### src/rtl/slc3_pkg.sv
// Shared types and defaults for the SLC-3 memory-side logic.
package slc3_pkg;

  // Memory responder FSM states.
  typedef enum logic [1:0] {
    IDLE   = 2'd0,
    ACCESS = 2'd1,
    DONE   = 2'd2
  } mem_state_t;

  // Memory-mapped I/O word: switches on read, hex display on write.
  localparam logic [15:0] SLC3_IO_ADDR = 16'hFFFF;

  // Default number of SRAM access cycles per request.
  localparam int SLC3_WAIT_STATES = 2;

endpackage

### src/rtl/register.sv
// Generic N-bit load-enable register with synchronous active-high clear.
module register #(
  parameter int N = 16
) (
  input  logic         clk,
  input  logic         srst,
  input  logic         load,
  input  logic [N-1:0] din,
  output logic [N-1:0] dout
);

  // Clear has priority so a load presented during reset is dropped.
  always_ff @(posedge clk) begin
    if (srst) begin
      dout <= '0;
    end else if (load) begin
      dout <= din;
    end
  end

endmodule

### src/rtl/slc3_mem_responder.sv
// SLC-3 memory responder: serves CPU MAR/MDR requests from a synchronous
// SRAM with fixed wait states, decodes one I/O word (switches / hex display)
// and completes each request with a four-phase MEM_READY handshake.
module slc3_mem_responder
  import slc3_pkg::*;
#(
  parameter int          WAIT_STATES = SLC3_WAIT_STATES,
  parameter logic [15:0] IO_ADDR     = SLC3_IO_ADDR
) (
  input  logic        Clk,
  input  logic        Reset,
  input  logic [15:0] MAR,
  input  logic [15:0] MDR,
  input  logic        MEM_OE,
  input  logic        MEM_WE,
  output logic [15:0] MDR_In,
  output logic        MEM_READY,
  input  logic [15:0] SW,
  output logic [15:0] HEX_DATA,
  output logic [15:0] sram_addr,
  output logic [15:0] sram_wdata,
  input  logic [15:0] sram_rdata,
  output logic        sram_ce,
  output logic        sram_we
);

  localparam int CNT_W = $clog2(WAIT_STATES + 1);

  mem_state_t       state_reg, state_next;
  logic [CNT_W-1:0] cnt_reg, cnt_next;
  logic             wr_reg, wr_next;
  logic [15:0]      mdr_in_reg, mdr_in_next;
  logic [15:0]      addr_reg, addr_next;
  logic [15:0]      wdata_reg, wdata_next;
  logic             ready_reg, ready_next;
  logic             ce_reg, ce_next;
  logic             we_reg, we_next;
  logic             req;
  logic             hex_load;

  assign req = MEM_OE | MEM_WE;

  // State and output registers; every output is driven from here.
  always_ff @(posedge Clk) begin
    if (Reset) begin
      state_reg  <= IDLE;
      cnt_reg    <= '0;
      wr_reg     <= 1'b0;
      mdr_in_reg <= 16'h0000;
      addr_reg   <= 16'h0000;
      wdata_reg  <= 16'h0000;
      ready_reg  <= 1'b0;
      ce_reg     <= 1'b0;
      we_reg     <= 1'b0;
    end else begin
      state_reg  <= state_next;
      cnt_reg    <= cnt_next;
      wr_reg     <= wr_next;
      mdr_in_reg <= mdr_in_next;
      addr_reg   <= addr_next;
      wdata_reg  <= wdata_next;
      ready_reg  <= ready_next;
      ce_reg     <= ce_next;
      we_reg     <= we_next;
    end
  end

  // Next-state and next-output logic; registers hold unless a branch updates them.
  always_comb begin
    state_next  = state_reg;
    cnt_next    = cnt_reg;
    wr_next     = wr_reg;
    mdr_in_next = mdr_in_reg;
    addr_next   = addr_reg;
    wdata_next  = wdata_reg;
    ready_next  = ready_reg;
    ce_next     = ce_reg;
    we_next     = we_reg;
    hex_load    = 1'b0;

    case (state_reg)
      IDLE: begin
        ready_next = 1'b0;
        ce_next    = 1'b0;
        we_next    = 1'b0;
        if (req) begin
          // Write wins when both strobes are up.
          wr_next = MEM_WE;
          if (MAR == IO_ADDR) begin
            // I/O word is served on the acceptance edge; the SRAM word it
            // shadows is never touched.
            if (MEM_WE) begin
              hex_load = 1'b1;
            end else begin
              mdr_in_next = SW;
            end
            ready_next = 1'b1;
            state_next = DONE;
          end else begin
            addr_next  = MAR;
            wdata_next = MDR;
            cnt_next   = CNT_W'(WAIT_STATES - 1);
            ce_next    = 1'b1;
            we_next    = MEM_WE;
            state_next = ACCESS;
          end
        end
      end

      ACCESS: begin
        if (cnt_reg == '0) begin
          // Final access edge: SRAM data is guaranteed valid here.
          if (!wr_reg) begin
            mdr_in_next = sram_rdata;
          end
          ce_next    = 1'b0;
          we_next    = 1'b0;
          ready_next = 1'b1;
          state_next = DONE;
        end else begin
          cnt_next = cnt_reg - CNT_W'(1);
        end
      end

      DONE: begin
        ready_next = 1'b1;
        ce_next    = 1'b0;
        we_next    = 1'b0;
        // Hold until the CPU withdraws the request so one request = one access.
        if (!req) begin
          ready_next = 1'b0;
          state_next = IDLE;
        end
      end

      default: begin
        state_next = IDLE;
      end
    endcase
  end

  // Hex display register, loaded only by an accepted I/O write.
  register #(
    .N(16)
  ) hex_reg (
    .clk (Clk),
    .srst(Reset),
    .load(hex_load),
    .din (MDR),
    .dout(HEX_DATA)
  );

  assign MDR_In     = mdr_in_reg;
  assign MEM_READY  = ready_reg;
  assign sram_addr  = addr_reg;
  assign sram_wdata = wdata_reg;
  assign sram_ce    = ce_reg;
  assign sram_we    = we_reg;

endmodule

### config.mk
export PLATFORM = sky130hd
export DESIGN_NAME = slc3_mem_responder
export DESIGN_NICKNAME = d
export VERILOG_FILES = /design/src/rtl/slc3_pkg.sv /design/src/rtl/register.sv /design/src/rtl/slc3_mem_responder.sv
export SDC_FILE = /design/constraint.sdc
export NUM_CORES = 1
export LEC_CHECK = 0
export BUFFER_PORTS_ARGS = -buffer_cell sky130_fd_sc_hd__buf_2
export CAP_MARGIN = 20
export CORE_MARGIN = 3
export CORE_UTILIZATION = 35
export DETAILED_ROUTE_END_ITERATION = 10
export PLACE_DENSITY_LB_ADDON = 0.12
export RECOVER_POWER = 100
export SYNTH_ARGS = -nofsm -noshare
export SYNTH_HDL_FRONTEND = slang
export SYNTH_SLANG_ARGS = --single-unit
### constraint.sdc
create_clock -name Clk -period 2.4 [get_ports Clk]
set_input_delay 0.24 -clock Clk [delete_from_list [all_inputs] [get_ports Clk]]
set_output_delay 0.24 -clock Clk [all_outputs]
set_load 0.005 [all_outputs]
### Yosys cells after proc, flatten, opt, wreduce, memory -nomap -nowiden

Cells that the tools add are included.

* flip-flop bits (word level): 72
* input bits: 68
* output and inout bits: 67
* word-level logic and storage cells: 65

* add/subtract/negate cells: 1
* equality and inequality tests: 11
* multiplexer cells: 31
* bitwise operators: 2
* reductions and logical operators: 10

Operators by type and width (count)
* 16-bit two-way mux: 5
* 16-bit one-hot mux with 2 select lines: 1
* 16-bit equality test, second input constant: 1
* 2-bit inequality test, second input constant: 8
* 2-bit two-way mux: 7
* 1-bit two-way mux: 13
* 1-bit one-hot mux with 3 select lines: 3
* 2-bit one-hot mux with 3 select lines: 1
* 3-bit AND reduction: 2
* 6-bit AND reduction: 1
* 2-bit zero test: 2
* 2-bit one-hot mux with 2 select lines: 1
* 2-bit AND reduction: 2
* 4-bit AND reduction: 1
* 3-bit nonzero test: 1
* 2-bit by 1-bit equality test with 1-bit output, second input constant: 1
* 2-bit equality test, second input constant: 1
* 2-bit nonzero test: 1
* 2-bit by 1-bit subtractor with 2-bit output, second input constant: 1
* 1-bit inverter: 1
* 1-bit OR: 1

### Longest topological paths before layout

Gate-level depths: netlist of the first run.

* depth in word-level cells: 4
* gate-level depth with buffers: 9
* mapped depth without buffers: 6

### By module

From an unflattened synthesis of the first run, not the netlist that was laid out.

* cell total of the unflattened synthesis: 344
* area, all modules: 3021.6 um^2

Modules (own cells, without submodules)
* slc3_mem_responder: instances 1, cells an instance 292, area an instance 2441.1 um^2, sequential area each 1121.1 um^2
* register: instances 1, cells an instance 52, area an instance 580.6 um^2, sequential area each 320.3 um^2

### Worst setup path after synthesis of the first run

OpenSTA, ideal clock, no wires.

* path type: register -> register
* start: reg state_reg[1]
* end: reg mdr_in_reg[14], in the netlist MDR_In[14]
* library setup time: 0.086 ns
* arrival time: 1.763 ns
* slack: 0.550 ns
* stages on the path, launching flop included: 10
* path buffers: 3
* period minus slack after synthesis: 1.850 ns
* cells stage by stage: dfxtp_1 > inv_1 > ha_1 > clkbuf_1 > inv_1 > or2_2 > clkbuf_1 > clkbuf_1 > o22ai_1 > a221oi_2

* cells in the longest elaborated chain, start to end: 3

RTL lines
* from (decl): RTL line slc3_mem_responder.sv:29 `mem_state_t state_reg, state_next;`
* from (signal assigned): RTL line slc3_mem_responder.sv:56 `state_reg <= state_next;`
* 2-bit by 1-bit equality test with 1-bit output / 2-bit zero test (equally long branches): RTL line slc3_mem_responder.sv:81 `case (state_reg)`
* 2-bit inequality test (no source line) / 2-bit nonzero test (equally long branches)
* 6-bit AND reduction (no source line)
* to (signal assigned): RTL line slc3_mem_responder.sv:59 `mdr_in_reg <= mdr_in_next;`
* to (decl): RTL line slc3_mem_responder.sv:32 `logic [15:0] mdr_in_reg, mdr_in_next;`

Several ways; a longest one is shown, not always the timed one.
A chain may end at the register's enable or synchronous reset.

### Final worst setup path of the first run

* start: reg state_reg[0]
* end: reg mdr_in_reg[15], in the netlist MDR_In[15]

Same word-level chain as after synthesis.

==> impl_metrics.ini, run 1 <==
[run_status]
run_status = finished, final reports clean

[clocking]
numCtsBuffers = 9
clk_latency_ps = 340
cts_resized = 0
cts.sinks = 72
cts.clk_slew.worst_paths_ps = 80
clockBufferDepth = 2
cts_max_level = 3
cts_tree = yes
cts-root-buf = clkbuf_8
post-cts-setup-buffers = 0
hold_buffers = 0

[final_layout]
num-fill-cells = 926
syn_to_final_growth_pct = 27.5
multi_input_area_um2 = 1680
stdcell_area_um2 = 4180
layout.cells.non_filler = 601
register_area_um2 = 1440
fin_nets = 561
antenna_cells = 0
layout-drive-gt1-share_pct = 24.3

[critical_path]
crit_start = state_reg[0]
worstPathMaxFanout = 16
endpoint_kind = register
crit_chain = inv_1 -> ha_1 -> nand3b_1 -> a21oi_1 -> nand2_1 -> a221oi_1
rr_startpoint = state_reg[0]
crit_path_top_delay_cell = ha_1
crit_buf_inv = 1
required_ps = 2650
critPathLaunchType = register
critical_path_class = register to register
critPathMaxStageDelay_ps = 420
critPathArrivalTime_ps = 2240
crit_family = compound AO/OA/AOI/OAI gates

[placed_design]
postPlaceCellArea_um2 = 4040
gp_congestion = 0.741
dp_hpwl_um = 6130
dp.cells = 585
io_buffers = 134

[detailed_routing]
top_layer = met4
ant_nets = 0
via_per_inst = 5.00
wl_per_cell_um = 14.2
route.vias.total = 3007
drt-pass1-iter-count = 4
drt_iter0_markers = 102
met1Wirelength_um = 3730
drc = 0
wl_um = 8520
wl_met3_um = 704
wl_met2_um = 3970

[logic_synthesis]
async_reset_ff_share_pct = 0
syn_avg_cell_area_um2 = 9.08
synth.distinct_cells = 34
synth_common_cells = 72 x dfxtp_1, 65 x nand2b_1, 37 x o21ai_0
yosysSeqAreaShare_pct = 44.0
synth_largest_area_cell = dfxtp_1
synth.area.top_cells = dfxtp_1 44%, nand2b_1 12%, mux2i_1 9.8%, o21ai_0 5.7%, a221oi_1 4.0%
yosysWarnings = 0
syn-num-nets = 434
synth_ff_type = dfxtp_1
synth_top_area_share_pct = 44.0
synth_area_um2 = 3280
synthCells = 361
synth-edff-count = 0
yosysMostFrequentCell = dfxtp_1
synth_seq_cells = 72

[floorplan]
boundaryPins = 135
die_w_um = 103
die_y_um = 103
die-area_um2 = 10600
floorplan.rows = 34
core_um2 = 8890
start_util_pct = 36.9

[power]
p_leak_uw = 0.00176
vdd_drop_max_mv = 0.378
powerDensity_nw_per_um2 = 925

[sta]
tns_ps = 0
fin_crit_ps = 1990
finalMaxSlewViolations = 0
finalCritPeriodShare_pct = 82.8
fin_worst_skew_ps = 5.48
fmax_mhz = 503
setup_viol = 0
hold_viol = 0
rsz0062_at_grt = no
maxSlewHeadroom_pct = 51.2
tightestPinTransition_ps = 732

[global_route]
grt_max_degree = 43
antenna_found_initial = 0
grt.overflow.total = 0
grt_first_pass_wirelength_um = 13500
grt_pass1_vias = 2846
grt_use_total_pct = 16.3

[min_path]
hp-start = MAR[4]
hp-class = primary input to register

[job]
drv_cap = 0
==> placed cells by master, fill, tap and decap left out, types with 2 or more instances in the layout <==
cell and count:
nand3_1 4, o21ai_0 37, a211oi_1 2, a21oi_1 8, ha_1 5, inv_1 5, nor4_1 2, or2b_1 3
nor2b_1 17, mux2i_1 32, nand2_1 7, clkinv_2 2, o21ai_1 2, buf_4 6, nor3_1 2, buf_2 93
a221oi_1 16, nor2_1 22, or2_2 2, dfxtp_1 72, clkbuf_8 11, nand2b_1 65, nand4_1 4, clkbuf_1 42
o22ai_1 16, clkinvlp_4 2
==> kinds of logic (layout without fill, tap and decap cells) <==
logic type               count (synthesis)  after routing  synth area share (%)
AND/OR/NAND/NOR                        134            134                  23.6
AO/OA/AOI/OAI                           85             85                  16.2
flip-flops                              72             72                  44.0
adder cells (fa/ha/maj)                  5              5                  1.91
buffers and inverters                   33            165                  4.58
multiplexers                            32             32                  9.77
==> power by group <==
part | leakage (uW) | switching (uW) | internal, uW | total (uW)
Combinational | 0.00107 | 717 | 572 | 1290
Sequential | 0.000589 | 134 | 1450 | 1590
Clock | 0.000101 | 454 | 533 | 987
==> final timing paths <==
kind | endpoint | slack, ps | depth (start not counted)
min reg2reg | wr_reg | 460 | 2
max reg2reg | MDR_In[15] | 410 | 6
max | MDR_In[15] | 410 | 6
min | sram_addr[4] | 160 | 3
==> tightest hold or removal path, cell delays in order <==
cell and delay, ps:
buf_2 100, nand2b_1 60, mux2i_1 60
==> final cells by class <==
type / instances / share of cell area [%]
Clock buffer: 11 / 3.62
Clock inverter: 5 / 1.32
Inverter: 5 / 0.449
Multi-Input combinational cell: 256 / 40.2
Sequential cell: 72 / 34.5
Tap cell: 108 / 3.23
Timing Repair Buffer: 144 / 16.7
==> stage by stage <==
stage | hold slack, ps | util [%] | setup slack, ps | power, uW
floorplan | 395 | - | 550 | 2480
global placement | 450 | 45.4 | 410 | 2940
detailed placement | 451 | 45.4 | 398 | 2960
CTS | 136 | 47.7 | 404 | 3960
global route | 157 | 47.0 | 172 | 4150
finish | 160 | 47.0 | 414 | 3870
==> layer usage <==
metal	vias up	global-route usage, %
met2	97	26.9
met5	-	0
met1	1380	19.2
met3	11	6.16
met4	0	6.57
li1	1519	-
Note: power is estimated with default switching activity, not from simulation.
==> run 2, diff against run 1 <==
==> constraint.sdc (replaced) <==
create_clock -name Clk -period 1.9 [get_ports Clk]
set_input_delay 0.19 -clock Clk [delete_from_list [all_inputs] [get_ports Clk]]
set_output_delay 0.19 -clock Clk [all_outputs]
set_load 0.005 [all_outputs]
==> run 2 against run 1 <==
Effect of this change:
- sequential share of layout area decreased by 0.10 points
- combinational power is 29% higher
- critical endpoint is now state_reg[1]
- cell area rose by 0.30%
- hold slack worse by 24 ps
- total power rose by 22%
- largest power group unchanged
==> impl_metrics.ini, run 2 (same netlist as run 1, synthesis figures left out) <==
[clocking]
cts.sinks = 72
post-cts-setup-buffers = 0
clk_latency_ps = 320
numCtsBuffers = 9
cts_tree = yes
hold_buffers = 0
cts.clk_slew.worst_paths_ps = 70
clockBufferDepth = 2
cts_resized = 0
cts_max_level = 3
cts-root-buf = clkbuf_8

[detailed_routing]
wl_per_cell_um = 14.4
ant_nets = 0
via_per_inst = 4.96
route.vias.total = 3007
drt_iter0_markers = 106
drc = 0
drt-pass1-iter-count = 4
wl_um = 8720

[min_path]
holdPathStages = 3
hp-class = primary input to register

[floorplan]
floorplan.rows = 34
boundaryPins = 135
start_util_pct = 36.9
core_um2 = 8890
die-area_um2 = 10600
die_y_um = 103
die_w_um = 103

[critical_path]
crit_family = compound AO/OA/AOI/OAI gates
reg2reg_depth = 6
required_ps = 2140
crit_buf_inv = 2
crit_path_top_delay_cell = a211oi_1
critPathMostFrequentCell = a211oi_1
critical_path_class = register to register
critPathLaunchType = register
critPathArrivalTime_ps = 1990
worstPathMaxFanout = 5
worst-path-stages = 6
critPathMaxStageDelay_ps = 410
endpoint_kind = register
crit_chain = inv_1 -> ha_1 -> buf_4 -> a211oi_1 -> nor2_1 -> a211oi_1

[placed_design]
dp_slack_ps = 125
gp_congestion = 0.751
postPlaceCellArea_um2 = 4120
io_buffers = 134
dp_hpwl_um = 6360

[sta]
rsz0062_at_grt = no
holdWs_ps = 136
tns_ps = 0
setup_viol = 0
hold_viol = 0
finalCritPeriodShare_pct = 92.2
finalMaxSlewViolations = 0
tightestPinTransition_ps = 475
fmax_mhz = 571
fin_crit_ps = 1750
worst_slack_ps = 148
maxSlewHeadroom_pct = 68.1
fin_worst_skew_ps = 6.55

[global_route]
grt.overflow.total = 0
grt_first_pass_wirelength_um = 13800
grt_use_total_pct = 16.5
antenna_found_initial = 0
grt_max_degree = 47
grt_pass1_vias = 2898

[power]
vdd_drop_max_mv = 0.387
p_leak_uw = 0.00175
power_uw = 4720
powerDensity_nw_per_um2 = 1130

[final_layout]
multi_input_area_um2 = 1690
syn_to_final_growth_pct = 27.9
final_cell_mix = 84 x buf_2, 72 x dfxtp_1, 65 x nand2b_1
antenna_cells = 0
register_area_um2 = 1440
fin_nets = 569
layout-drive-gt1-share_pct = 23.5
stdcell_area_um2 = 4190
final_common_cell = buf_2
num-fill-cells = 921

[job]
drv_cap = 0

[run_status]
run_status = finished, final reports clean
-- run 2: changes by cell type in the layout (fill, tap and decap cells not counted), sizes merged --
| cell | previous run | this run |
|---|---|---|
| bufinv | 1 | 0 |
| buf | 101 | 100 |
| clkinv | 2 | 1 |
| clkinvlp | 2 | 0 |
| clkbuf | 54 | 64 |
-- run 2: report_power, final --
part,switching [uW],total (uW),internal (uW)
Sequential,179,2020,1840
Clock,516,1040,523
Combinational,911,1660,753
Total,1610,4720,3110
-- run 2: stage by stage --
step | utilization [%] | std cells
floorplan | - | 361
global placement | 46.4 | 593
detailed placement | 46.4 | 593
CTS | 48.2 | 606
global route | 47.1 | 606
finish | 47.1 | 606
-- run 2: layout make-up --
| cell class | count | area share (%) |
|---|---|---|
| Clock buffer | 12 | 3.70 |
| Clock inverter | 1 | 0.119 |
| Inverter | 5 | 0.448 |
| Multi-Input combinational cell | 256 | 40.2 |
| Sequential cell | 72 | 34.4 |
| Tap cell | 108 | 3.22 |
| Timing Repair Buffer | 152 | 17.9 |
-- run 2: path summary, 6_finish.rpt --
check,startpoint,end,slack (ps)
max,state_reg[0],state_reg[1],150
min,MAR[4],sram_addr[4],140
max reg2reg,state_reg[0],state_reg[1],150
min reg2reg,sram_addr[15],sram_addr[15],470
-- run 2: worst register-to-register path, cell delays in order (launching register included) --
cell and delay, ps:
dfxtp_1 390, inv_1 80, ha_1 280, buf_4 180, a211oi_1 410, nor2_1 80, a211oi_1 240
-- run 2: routing by layer --
metal,share of wire (%),GRT usage [%],vias to the layer above
met3,7.0,4.60,5
met5,0,0,-
li1,-,-,1541
met1,45,20.6,1379
met2,47,27.2,82
met4,0.92,5.98,0
==> run 3, diff against run 2 <==
--- a/config.mk
+++ b/config.mk
@@ -10,8 +10,10 @@
 export CORE_MARGIN = 3
 export CORE_UTILIZATION = 35
 export DETAILED_ROUTE_END_ITERATION = 10
+export GPL_ROUTABILITY_DRIVEN = 0
 export PLACE_DENSITY_LB_ADDON = 0.12
 export RECOVER_POWER = 100
 export SYNTH_ARGS = -nofsm -noshare
 export SYNTH_HDL_FRONTEND = slang
+export SYNTH_HIERARCHICAL = 1
 export SYNTH_SLANG_ARGS = --single-unit
==> run 3 against run 2 <==
Effect of this change:
- register-to-register slack worse by 70 ps
- hold slack worse by 38 ps
- area after synthesis is 7.8% lower
- non-clock buffer count stayed put
- global-route usage is 0.58 points higher
- die area is 7.3% lower
- first-iteration DRC count is 39% lower
- critical path depth is 1 higher
- cell area is 4.8% lower
- sequential power is 2% lower
- sequential cell count stayed put
==> impl_metrics.ini, run 3 <==
[run_status]
run_status = finished, final reports clean

[power]
power_uw = 5140
p_leak_uw = 0.00167
powerDensity_nw_per_um2 = 1290
vdd_drop_max_mv = 0.457

[floorplan]
start_util_pct = 36.4
floorplan.rows = 33
die_w_um = 98.9
core_um2 = 8300
boundaryPins = 135
die_y_um = 98.9
die-area_um2 = 9780

[global_route]
grt_pass1_vias = 2830
grt_first_pass_wirelength_um = 13700
grt_max_degree = 33
grt.overflow.total = 0
grt_use_total_pct = 17.1
antenna_found_initial = 0

[clocking]
cts_resized = 0
cts_max_level = 3
cts.sinks = 72
cts_tree = yes
numCtsBuffers = 9
clk_latency_ps = 340
cts.clk_slew.worst_paths_ps = 80
cts-root-buf = clkbuf_8
clockBufferDepth = 2

[final_layout]
layout.cells.non_filler = 587
layout-drive-gt1-share_pct = 29.9
syn_to_final_growth_pct = 32.0
antenna_cells = 0
final_cell_mix = 102 x buf_2, 72 x dfxtp_1, 41 x nand2_1
final_common_cell = buf_2
stdcell_area_um2 = 3990
finish.utilization_pct = 48.1
fin_nets = 551

[logic_synthesis]
yosysMostFrequentCell = dfxtp_1
synth_common_cells = 72 x dfxtp_1, 41 x nand2_1, 39 x a21oi_1
synth_seq_cells = 72
syn_avg_cell_area_um2 = 8.78
synth.distinct_cells = 38
synthCells = 344
synth_area_um2 = 3020
synth.area.top_cells = dfxtp_1 48%, a21oi_1 6.5%, nand3_1 5.5%, mux2i_1 5.3%, nand2_1 5.1%
syn-num-nets = 417
synth_top_area_share_pct = 47.7
synth-edff-count = 0
yosysSeqAreaShare_pct = 47.7
synth_largest_area_cell = dfxtp_1
synth_ff_type = dfxtp_1
async_reset_ff_share_pct = 0
yosysWarnings = 6

[sta]
holdWs_ps = 98.1
finalCritPeriodShare_pct = 95.9
hold_viol = 0
setup_viol = 0
fin_worst_skew_ps = 9.63
fmax_mhz = 549
fin_crit_ps = 1820
tightestPinTransition_ps = 512
rsz0062_at_grt = yes
maxSlewHeadroom_pct = 65.5
finalMaxSlewViolations = 0

[detailed_routing]
drt-pass1-iter-count = 5
drc = 0
ant_nets = 0
wl_um = 8380
via_per_inst = 5.04
drt_iter0_markers = 65
route.vias.total = 2958
wl_per_cell_um = 14.3

[critical_path]
critPathLaunchType = register
crit_path_top_delay_cell = a211oi_1
critPathMaxStageDelay_ps = 430
worstPathMaxFanout = 5
crit_chain = inv_1 -> ha_1 -> nor2b_1 -> buf_4 -> a211oi_1 -> nor2_1 -> a211oi_1
critPathMostFrequentCell = a211oi_1
rr_startpoint = state_reg[1]
required_ps = 2150
critPathArrivalTime_ps = 2070
endpoint_kind = register
critical_path_class = register to register
crit_start = state_reg[1]

[placed_design]
dp_hpwl_um = 5860
postPlaceCellArea_um2 = 3860
io_buffers = 134
dp.cells = 572

[min_path]
hp-class = primary input to register
hp-start = MDR[10]

[job]
drv_cap = 0
## run 3: cells by family (layout without fill, tap and decap cells)
kind of cell,after synthesis,in the layout,share of synthesized area [%]
fa+ha+maj,5,5,2.07
mux,16,16,5.30
simple gates,130,130,20.6
compound gates,86,86,18.7
buf+inv,35,173,5.63
flops,72,72,47.7
## run 3: report_power, final
part	internal [uW]	switching [uW]	leakage (uW)
logic	808	1100	0.000981
clock network	674	572	0.0000976
registers	1820	161	0.000588
total	3300	1830	0.00167
## run 3: path summary, 6_finish.rpt
check	cells after the start	slack, ps	endpoint
setup / recovery	7	80	state_reg[1]
hold / removal	3	100	hex_reg/dout[10]
setup reg to reg	7	80	state_reg[1]
hold reg to reg	2	450	sram_addr[3]
## run 3: layout make-up
cell class                      count  area [um2]
Sequential cell                    72        1440
Inverter                            6        22.5
Fill cell                         858        4310
Tap cell                          105         131
Clock buffer                       11         151
Timing Repair Buffer              152         769
Multi-Input combinational cell    237        1420
Clock inverter                      4        53.8
## run 3: worst max-delay path: cells and delay by family, from the launching register on
family                   cells  cell delay [ps]
AND/OR/NAND/NOR              2              250
flip-flops                   1              390
buffers and inverters        2              230
AO/OA/AOI/OAI                2              640
adder cells (fa/ha/maj)      1              230
## run 3: timing repair
action / 4_1_cts / 5_1_grt
hold buffers: 0 / 0
endpoints found under the setup margin: 0 / 11
buffers inserted: 0 / 0
endpoints found under the hold margin: 0 / 0
## run 3: per-layer routing
layer | track usage (%) | wire (um) | up-vias
met5 | 0 | 0 | -
met4 | 6.83 | 135 | 0
met3 | 5.17 | 618 | 12
met1 | 22.2 | 3880 | 1356
li1 | - | - | 1497
met2 | 26.4 | 3750 | 93
## run 3: metrics by stage
step / setup slack [ps] / setup TNS [ps]
after floorplan: 11.5 / 0
after global placement: 77.9 / 0
after detailed placement: 60.8 / 0
after CTS: 92.8 / 0
after global routing: -99.2 / -919
final: 78.3 / 0
